### src/rtl/imem_loader.sv
// imem_loader: streams a length-prefixed program image, one byte at a time,
// into instruction memory as little-endian 32-bit words.
//
// Load format: 4-byte little-endian word count N, then N words of 4 bytes each
// (least significant byte first). When IMEM_LOADER_CKSUM_EN is defined, one
// trailing byte follows the data. It must equal the XOR of all data bytes.
//
// Ports:
//   clk        - single clock, rising edge
//   rst        - synchronous active-high reset
//   start      - one-cycle request to begin a load (honoured only when idle)
//   in_data    - incoming byte
//   in_valid   - in_data valid; a byte moves when in_valid && in_ready
//   in_ready   - loader accepts a byte this cycle (LEN/DATA/CKSUM only)
//   imem_we    - one-cycle write strobe per assembled word
//   imem_addr  - byte address of the write (BASE_ADDR + 4*k); held between writes
//   imem_wdata - assembled word; held between writes
//   busy       - high whenever the loader is not idle
//   done       - one-cycle pulse at the end of every load
//   err        - sticky error (length too large, or checksum mismatch);
//                cleared by the next accepted start
//
// Parameters:
//   MAX_WORDS  - largest word count accepted per load
//   BASE_ADDR  - byte address of the first written word (word-aligned)
//
// Macro IMEM_LOADER_CKSUM_EN: enables the trailing checksum byte and its check.
module imem_loader #(
  parameter int unsigned MAX_WORDS = 32768,
  parameter logic [31:0] BASE_ADDR = 32'h0000_0000
) (
  input  logic        clk,
  input  logic        rst,
  input  logic        start,
  input  logic [7:0]  in_data,
  input  logic        in_valid,
  output logic        in_ready,
  output logic        imem_we,
  output logic [31:0] imem_addr,
  output logic [31:0] imem_wdata,
  output logic        busy,
  output logic        done,
  output logic        err
);

  localparam logic [31:0] MAX_WORDS_W = 32'(MAX_WORDS);

  typedef enum logic [2:0] {
    IDLE,
    LEN,
    DATA,
`ifdef IMEM_LOADER_CKSUM_EN
    CKSUM,
`endif
    DONE
  } state_t;

  state_t      state;
  logic [1:0]  byte_cnt;   // byte position within the current 4-byte group
  logic [23:0] len_sr;     // first three length bytes, newest at the top
  logic [23:0] word_sr;    // first three data bytes of the current word
  logic [31:0] word_cnt;   // index of the word being assembled
  logic [31:0] n_words;
`ifdef IMEM_LOADER_CKSUM_EN
  logic [7:0]  cksum;
`endif

  logic        accept;
  logic [31:0] len_word;
  logic        last_word;

  assign accept    = in_valid && in_ready;
  // The fourth byte completes the value in the same cycle it is accepted.
  assign len_word  = {in_data, len_sr};
  assign last_word = (word_cnt == n_words - 32'd1);

  always_ff @(posedge clk) begin
    if (rst) begin
      state      <= IDLE;
      in_ready   <= 1'b0;
      imem_we    <= 1'b0;
      imem_addr  <= BASE_ADDR;
      imem_wdata <= '0;
      busy       <= 1'b0;
      done       <= 1'b0;
      err        <= 1'b0;
      byte_cnt   <= '0;
      len_sr     <= '0;
      word_sr    <= '0;
      word_cnt   <= '0;
      n_words    <= '0;
`ifdef IMEM_LOADER_CKSUM_EN
      cksum      <= '0;
`endif
    end else begin
      imem_we <= 1'b0;
      done    <= 1'b0;
      unique case (state)
        IDLE: begin
          if (start) begin
            state    <= LEN;
            in_ready <= 1'b1;
            busy     <= 1'b1;
            err      <= 1'b0;
            byte_cnt <= '0;
            len_sr   <= '0;
            word_sr  <= '0;
            word_cnt <= '0;
`ifdef IMEM_LOADER_CKSUM_EN
            cksum    <= '0;
`endif
          end
        end

        LEN: begin
          if (accept) begin
            byte_cnt <= byte_cnt + 2'd1;
            len_sr   <= {in_data, len_sr[23:8]};
            if (byte_cnt == 2'd3) begin
              n_words <= len_word;
              if (len_word == '0) begin
                state    <= DONE;
                in_ready <= 1'b0;
              end else if (len_word > MAX_WORDS_W) begin
                err      <= 1'b1;
                state    <= DONE;
                in_ready <= 1'b0;
              end else begin
                state <= DATA;
              end
            end
          end
        end

        DATA: begin
          if (accept) begin
            byte_cnt <= byte_cnt + 2'd1;
            word_sr  <= {in_data, word_sr[23:8]};
`ifdef IMEM_LOADER_CKSUM_EN
            cksum    <= cksum ^ in_data;
`endif
            if (byte_cnt == 2'd3) begin
              imem_we    <= 1'b1;
              imem_addr  <= BASE_ADDR + (word_cnt << 2);
              imem_wdata <= {in_data, word_sr};
              word_cnt   <= word_cnt + 32'd1;
              if (last_word) begin
`ifdef IMEM_LOADER_CKSUM_EN
                state    <= CKSUM;
`else
                state    <= DONE;
                in_ready <= 1'b0;
`endif
              end
            end
          end
        end

`ifdef IMEM_LOADER_CKSUM_EN
        CKSUM: begin
          if (accept) begin
            err      <= (in_data != cksum);
            state    <= DONE;
            in_ready <= 1'b0;
          end
        end
`endif

        DONE: begin
          done  <= 1'b1;
          busy  <= 1'b0;
          state <= IDLE;
        end

        default: begin
          state    <= IDLE;
          in_ready <= 1'b0;
          busy     <= 1'b0;
        end
      endcase
    end
  end

endmodule

### config.mk
export PLATFORM = sky130hd
export DESIGN_NAME = imem_loader
export DESIGN_NICKNAME = d
export VERILOG_FILES = /design/src/rtl/imem_loader.sv
export SDC_FILE = /design/constraint.sdc
export NUM_CORES = 1
export LEC_CHECK = 0
export CORE_MARGIN = 2
export CORE_UTILIZATION = 60
export CTS_CLUSTER_DIAMETER = 100
export DETAILED_ROUTE_END_ITERATION = 10
export DONT_BUFFER_PORTS = 1
export GPL_TIMING_DRIVEN = 0
export HOLD_SLACK_MARGIN = 0.02
export PLACE_DENSITY = 0.74
export SLEW_MARGIN = 20
export SYNTH_ARGS = -nofsm -noshare
export SYNTH_HDL_FRONTEND = slang
export SYNTH_SLANG_ARGS = --single-unit
### constraint.sdc
create_clock -name clk -period 8.9 [get_ports clk]
set_input_delay 1.335 -clock clk [delete_from_list [all_inputs] [get_ports clk]]
set_output_delay 1.335 -clock clk [all_outputs]
set_load 0.005 [all_outputs]
* Word level (Yosys, flattened, before mapping)
Cells that the tools add are included.
** Word-level totals
- Flip-flop bits (word level) :: 184
- Bits of input ports :: 12
** Operators by class
- $add $sub $neg :: 3
- Order comparisons :: 1
- Equal/unequal tests :: 15
- Mux-type cells :: 39
- Bitwise operators :: 4
- Reductions and logical operators :: 18
** Operators by type and width (number)
- 2-to-1 mux 32 bit :: 3
- case mux 24 bit (2 select lines) :: 2
- 2-to-1 mux 24 bit :: 3
- case mux 32 bit (2 select lines) :: 1
- adder 32 x 1 -> 32 bit (second input constant) :: 1
- == test 32 bit :: 1
- > comparator 32 x 16 -> 1 bit (second input constant) :: 1
- zero test 32 bit :: 1
- subtractor 32 x 1 -> 32 bit (second input constant) :: 1
- 2-to-1 mux 3 bit :: 6
- 2-to-1 mux 1 bit :: 17
- inequality test 2 bit (second input constant) :: 8
- AND reduction 3 bit :: 5
- AND reduction 6 bit :: 2
- case mux 3 bit (3 select lines) :: 1
- AND reduction 8 bit :: 1
- == test 3 x 2 -> 1 bit (second input constant) :: 2
- nonzero test 2 bit :: 3
- 2-to-1 mux 2 bit :: 2
- NOT 1 bit :: 4
- case mux 1 bit (2 select lines) :: 2
- case mux 1 bit (4 select lines) :: 1
- case mux 2 bit (2 select lines) :: 1
- AND reduction 4 bit :: 1
- other kinds (10) :: 10

* Longest topological paths before layout
- Word-level depth :: 6
- Mapped depth :: 12

* Worst setup path before layout
No wires, ideal clock.
- Path type :: in2reg
- Start point :: input port start
- End point :: register state[0]
- Library setup time :: 0.091 ns
- Arrival time :: 3.161 ns
- Required time :: 8.809 ns
- Path slack :: 5.648 ns
- Cell stages on the path :: 9
- Cell sequence :: nor2b_1 -> clkbuf_1 -> nor3_1 -> nand3_1 -> a2111o_1 -> nor4_2 -> o2111ai_1 -> or4_4 -> a311oi_1
** On the way
- Word-level cells in the longest chain between the ends :: 2
** Ends and longest elaborated chain
- from (decl) :: line 34 : input logic start,
- inequality test 2 bit (no line)
- AND reduction 6 bit (no line)
- to (signal assigned) :: line 79 : state <= IDLE;
- to (signal assigned) :: line 101 : state <= LEN;
- to (signal assigned) :: line 122 : state <= DONE;
- to (decl) :: line 58 : state_t state;
Every way passes these cells.
A chain may end at the register's enable or synchronous reset.

* Final worst setup path
- Start point :: register n_words[0]
- End point :: register state[1]
** On the way
- Word-level cells in the longest chain between the ends :: 4
** Ends and longest elaborated chain
- from (decl) :: line 63 : logic [31:0] n_words;
- from (signal assigned) :: line 120 : n_words <= len_word;
- subtractor 32 x 1 -> 32 bit :: line 75 : assign last_word = (word_cnt == n_words - 32'd1);
- == test 32 bit :: line 75
- inequality test 2 bit (no line)
- AND reduction 6 bit (no line)
Every way passes these cells.

==> impl_results.md <==
- Max-Slew Margin vs Limit: 0.393
- Top post-synthesis cells by area: dfxtp_1, nand2_1, a21oi_1
- Number of CTS-inserted buffers: 17
- R2r worst-path depth: 11
- Longest Clk Path Bufs: 2
- Reg2Reg Setup Slack: 4.99 ns
- Clock-pin slew on the worst setup and hold paths: 0.07 ns
- Setup crit end kind: flop
- Pwr dens: 215 nW/um^2
- Dpl hpwl: 14700 um
- Final WL: 20200 um
- Rows: 42
- Initial DRC count: 592
- Post-route ant nets: 0
- Post-CTS setup buffers: 0
- Net count, final: 1070
- Slew Viols, Final: 0
- Die width: 121 um
- Design Area, Final: 8950 sq um
- Via density: 5.68
- Hold Path Class: reg2reg
- Top cell type's share of synthesized area: 0.449
- Cell Area, Placed: 8380 sq um
- Worst-Skew Late Latency: 0.44 ns
- Max frequency: 256 MHz
- Initial antenna violation count: 0
- Outcome: complete, no violations
- Clock tree sinks: 183
- RR Endpoint: state[1]
- Setup violations, final: 0
- Synth Flop Type: dfxtp_1
- Resized cells post-CTS: 0
- Critical path arrival: 4.26 ns
- Area grow syn2layout: 9.79%
- GRT overflow: 0
- First-pass detailed-route iteration total: 5
- Initial core utilization: 0.616
- RSZ-0062 raised after global routing: no
- Hold Crit Depth: 2
- Critical path launch point type: flop
- Distinct cell type count of the synthesized netlist: 65
- Worst hold start: word_sr[0]
- Num ports: 81
- Post-synth EDFFs: 0
- Fraction of final layout cells sized beyond drive strength 1: 0.0611
- Worst hold endpoint: imem_wdata[0]
- Sequential-to-total area share from yosys stat: 0.449
- CTS root buf: clkbuf_16
- Worst Tran Pin Value: 0.902 ns
- Ant. Diodes: 0
- Wire length per cell: 16.3 um
- Syn Inst Count: 1031
- Largest net degree at the start of global routing: 17
- Fillers: 1163
- Fin util: 0.676
- Syn. warnings: 0
- Crit Path Max Fanout: 10
- Post-Syn Area per Cell: 7.91 sq um
- Leak: 3.07 nW
- DRC viols: 0
- Hold Vio Cnt, Final: 0
- PnR worst setup slack: 4.99 ns
- Vias: 7043
- Final worst path period share: 0.439
- RR Startpoint: n_words[0]
- Die footprint: 14500 sq um
- TritonCTS clock tree: yes
- Overall Global Routing Usage: 0.288
- Setup CP Type: reg2reg
- Max cap viols: 0
- Tmin final: 3.91 ns
- Ys async rst share: 0
- Number of global-route vias before repair: 6367
- Chip height: 121 um
- Hold buffers post-CTS: 0
- Maximum VDD drop: 0.142 mV
- H-tree lvl count: 4
- Worst Skew: 0.00750 ns
- Global-route wire length before repair: 33000 um
- Leading area contributor after synthesis: dfxtp_1
- Required time of the critical path: 9.25 ns
- IO buf count: 0
- FF+latch count, synth: 183
- Worst slack at placement: 4.97 ns
- Mapped Area: 8160 sq um
- Setup tns final: 0 ns
- CORE AREA: 13200 sq um
- Gp weighted congestion: 0.936
==> layout by cell type (no fill, tap or decap), types with 5 or more instances in the layout <==
master and n:
a211oi_1 5, a21oi_1 133, a22oi_1 26, and3_1 10, buf_4 5, clkbuf_1 60, clkbuf_16 17, dfxtp_1 183
ha_1 7, inv_1 18, nand2_1 255, nand3_1 23, nand4_1 10, nor2_1 86, nor2b_1 7, nor3_1 20
nor4_1 17, o21ai_0 9, or2_2 5, or3_1 6, xnor2_1 37, xor2_1 26
==> cell usage after synthesis (all sizes together), types with 18 or more instances <==
master / count
xnor2: 37
nor4: 21
clkbuf: 59
xor2: 26
nor2: 86
nand2: 255
inv: 18
a22oi: 26
dfxtp: 183
a21oi: 133
nand3: 23
nor3: 20
==> state kept, by name (all words and copies together), names as in the netlist <==
register	cells
imem_wdata	32
n_words	32
word_cnt	32
imem_addr	30
len_sr	24
word_sr	24
byte_cnt	2
state	2
busy	1
done	1
err	1
imem_we	1
in_ready	1
==> per-layer routing <==
layer,vias to the layer above,track usage,share of wire
met1,3252,0.400,0.46
met4,0,0.0908,0.018
met2,200,0.453,0.46
met5,-,0,0
met3,33,0.0571,0.064
li1,3558,-,-
==> power breakdown <==
group          switching [mW]  internal (mW)  leakage (nW)  total (mW)
combinational           0.230         0.0826          1.32       0.312
sequential             0.0297          0.845          1.48       0.875
clock                   0.331          0.406         0.282       0.738
total                   0.591           1.33          3.07        1.92
==> critical path: stages, from the launching register on <==
cell and delay, ns:
dfxtp_1 0.38, inv_1 0.08, ha_1 0.20, nor4b_1 0.63, nand4_2 0.43, or3_1 0.52
xnor2_1 0.16, a211oi_1 0.25, o2111ai_1 0.20, nor4_1 0.64, o21ai_0 0.16, a21oi_1 0.18
==> metrics by stage <==
stage | total power, mW | hold slack [ns] | cells
4_1_cts | 1.92 | 0.460 | 1240
3_5_place_dp | 1.20 | 0.453 | 1208
5_1_grt | 2.00 | 0.479 | 1240
6_report | 1.92 | 0.458 | 1240
2_1_floorplan | 1.11 | 0.432 | 1032
3_3_place_gp | 1.20 | 0.440 | 1208
==> cell type report <==
| class | count | area [sq um] | share of cell area |
|---|---|---|---|
| Clock buffer | 21 | 460 | 0.0514 |
| Buffer | 69 | 298 | 0.0333 |
| Clock inverter | 11 | 114 | 0.0127 |
| Sequential cell | 183 | 3660 | 0.409 |
| Multi-Input combinational cell | 762 | 4130 | 0.461 |
| Inverter | 18 | 67.6 | 0.00755 |
| Tap cell | 176 | 220 | 0.0246 |
==> worst max path at each step <==
stage | start | end | slack [ns] | cells after the start
6_report | n_words[0] | state[1] | 4.99 | 11
5_1_grt | n_words[0] | state[1] | 4.75 | 11
4_1_cts | n_words[0] | state[1] | 4.93 | 11
3_5_place_dp | n_words[0] | state[1] | 4.97 | 11
3_3_place_gp | n_words[0] | state[1] | 4.98 | 11
2_1_floorplan | start | state[0] | 5.65 | 9
==> logic make-up (layout without fill, tap and decap cells) <==
kind of cell,Yosys count,count (layout),synth area share
and+or+nand+nor,478,478,0.270
AOI/OAI and AO/OA,206,206,0.149
DFF,183,183,0.449
buffers and inverters,87,119,0.0448
xor gates and xnor gates,63,63,0.0677
adders and majority gates,7,7,0.0107
muxes,6,6,0.00782
other,1,2,0.000460
Note: power is estimated with default switching activity, not from simulation.
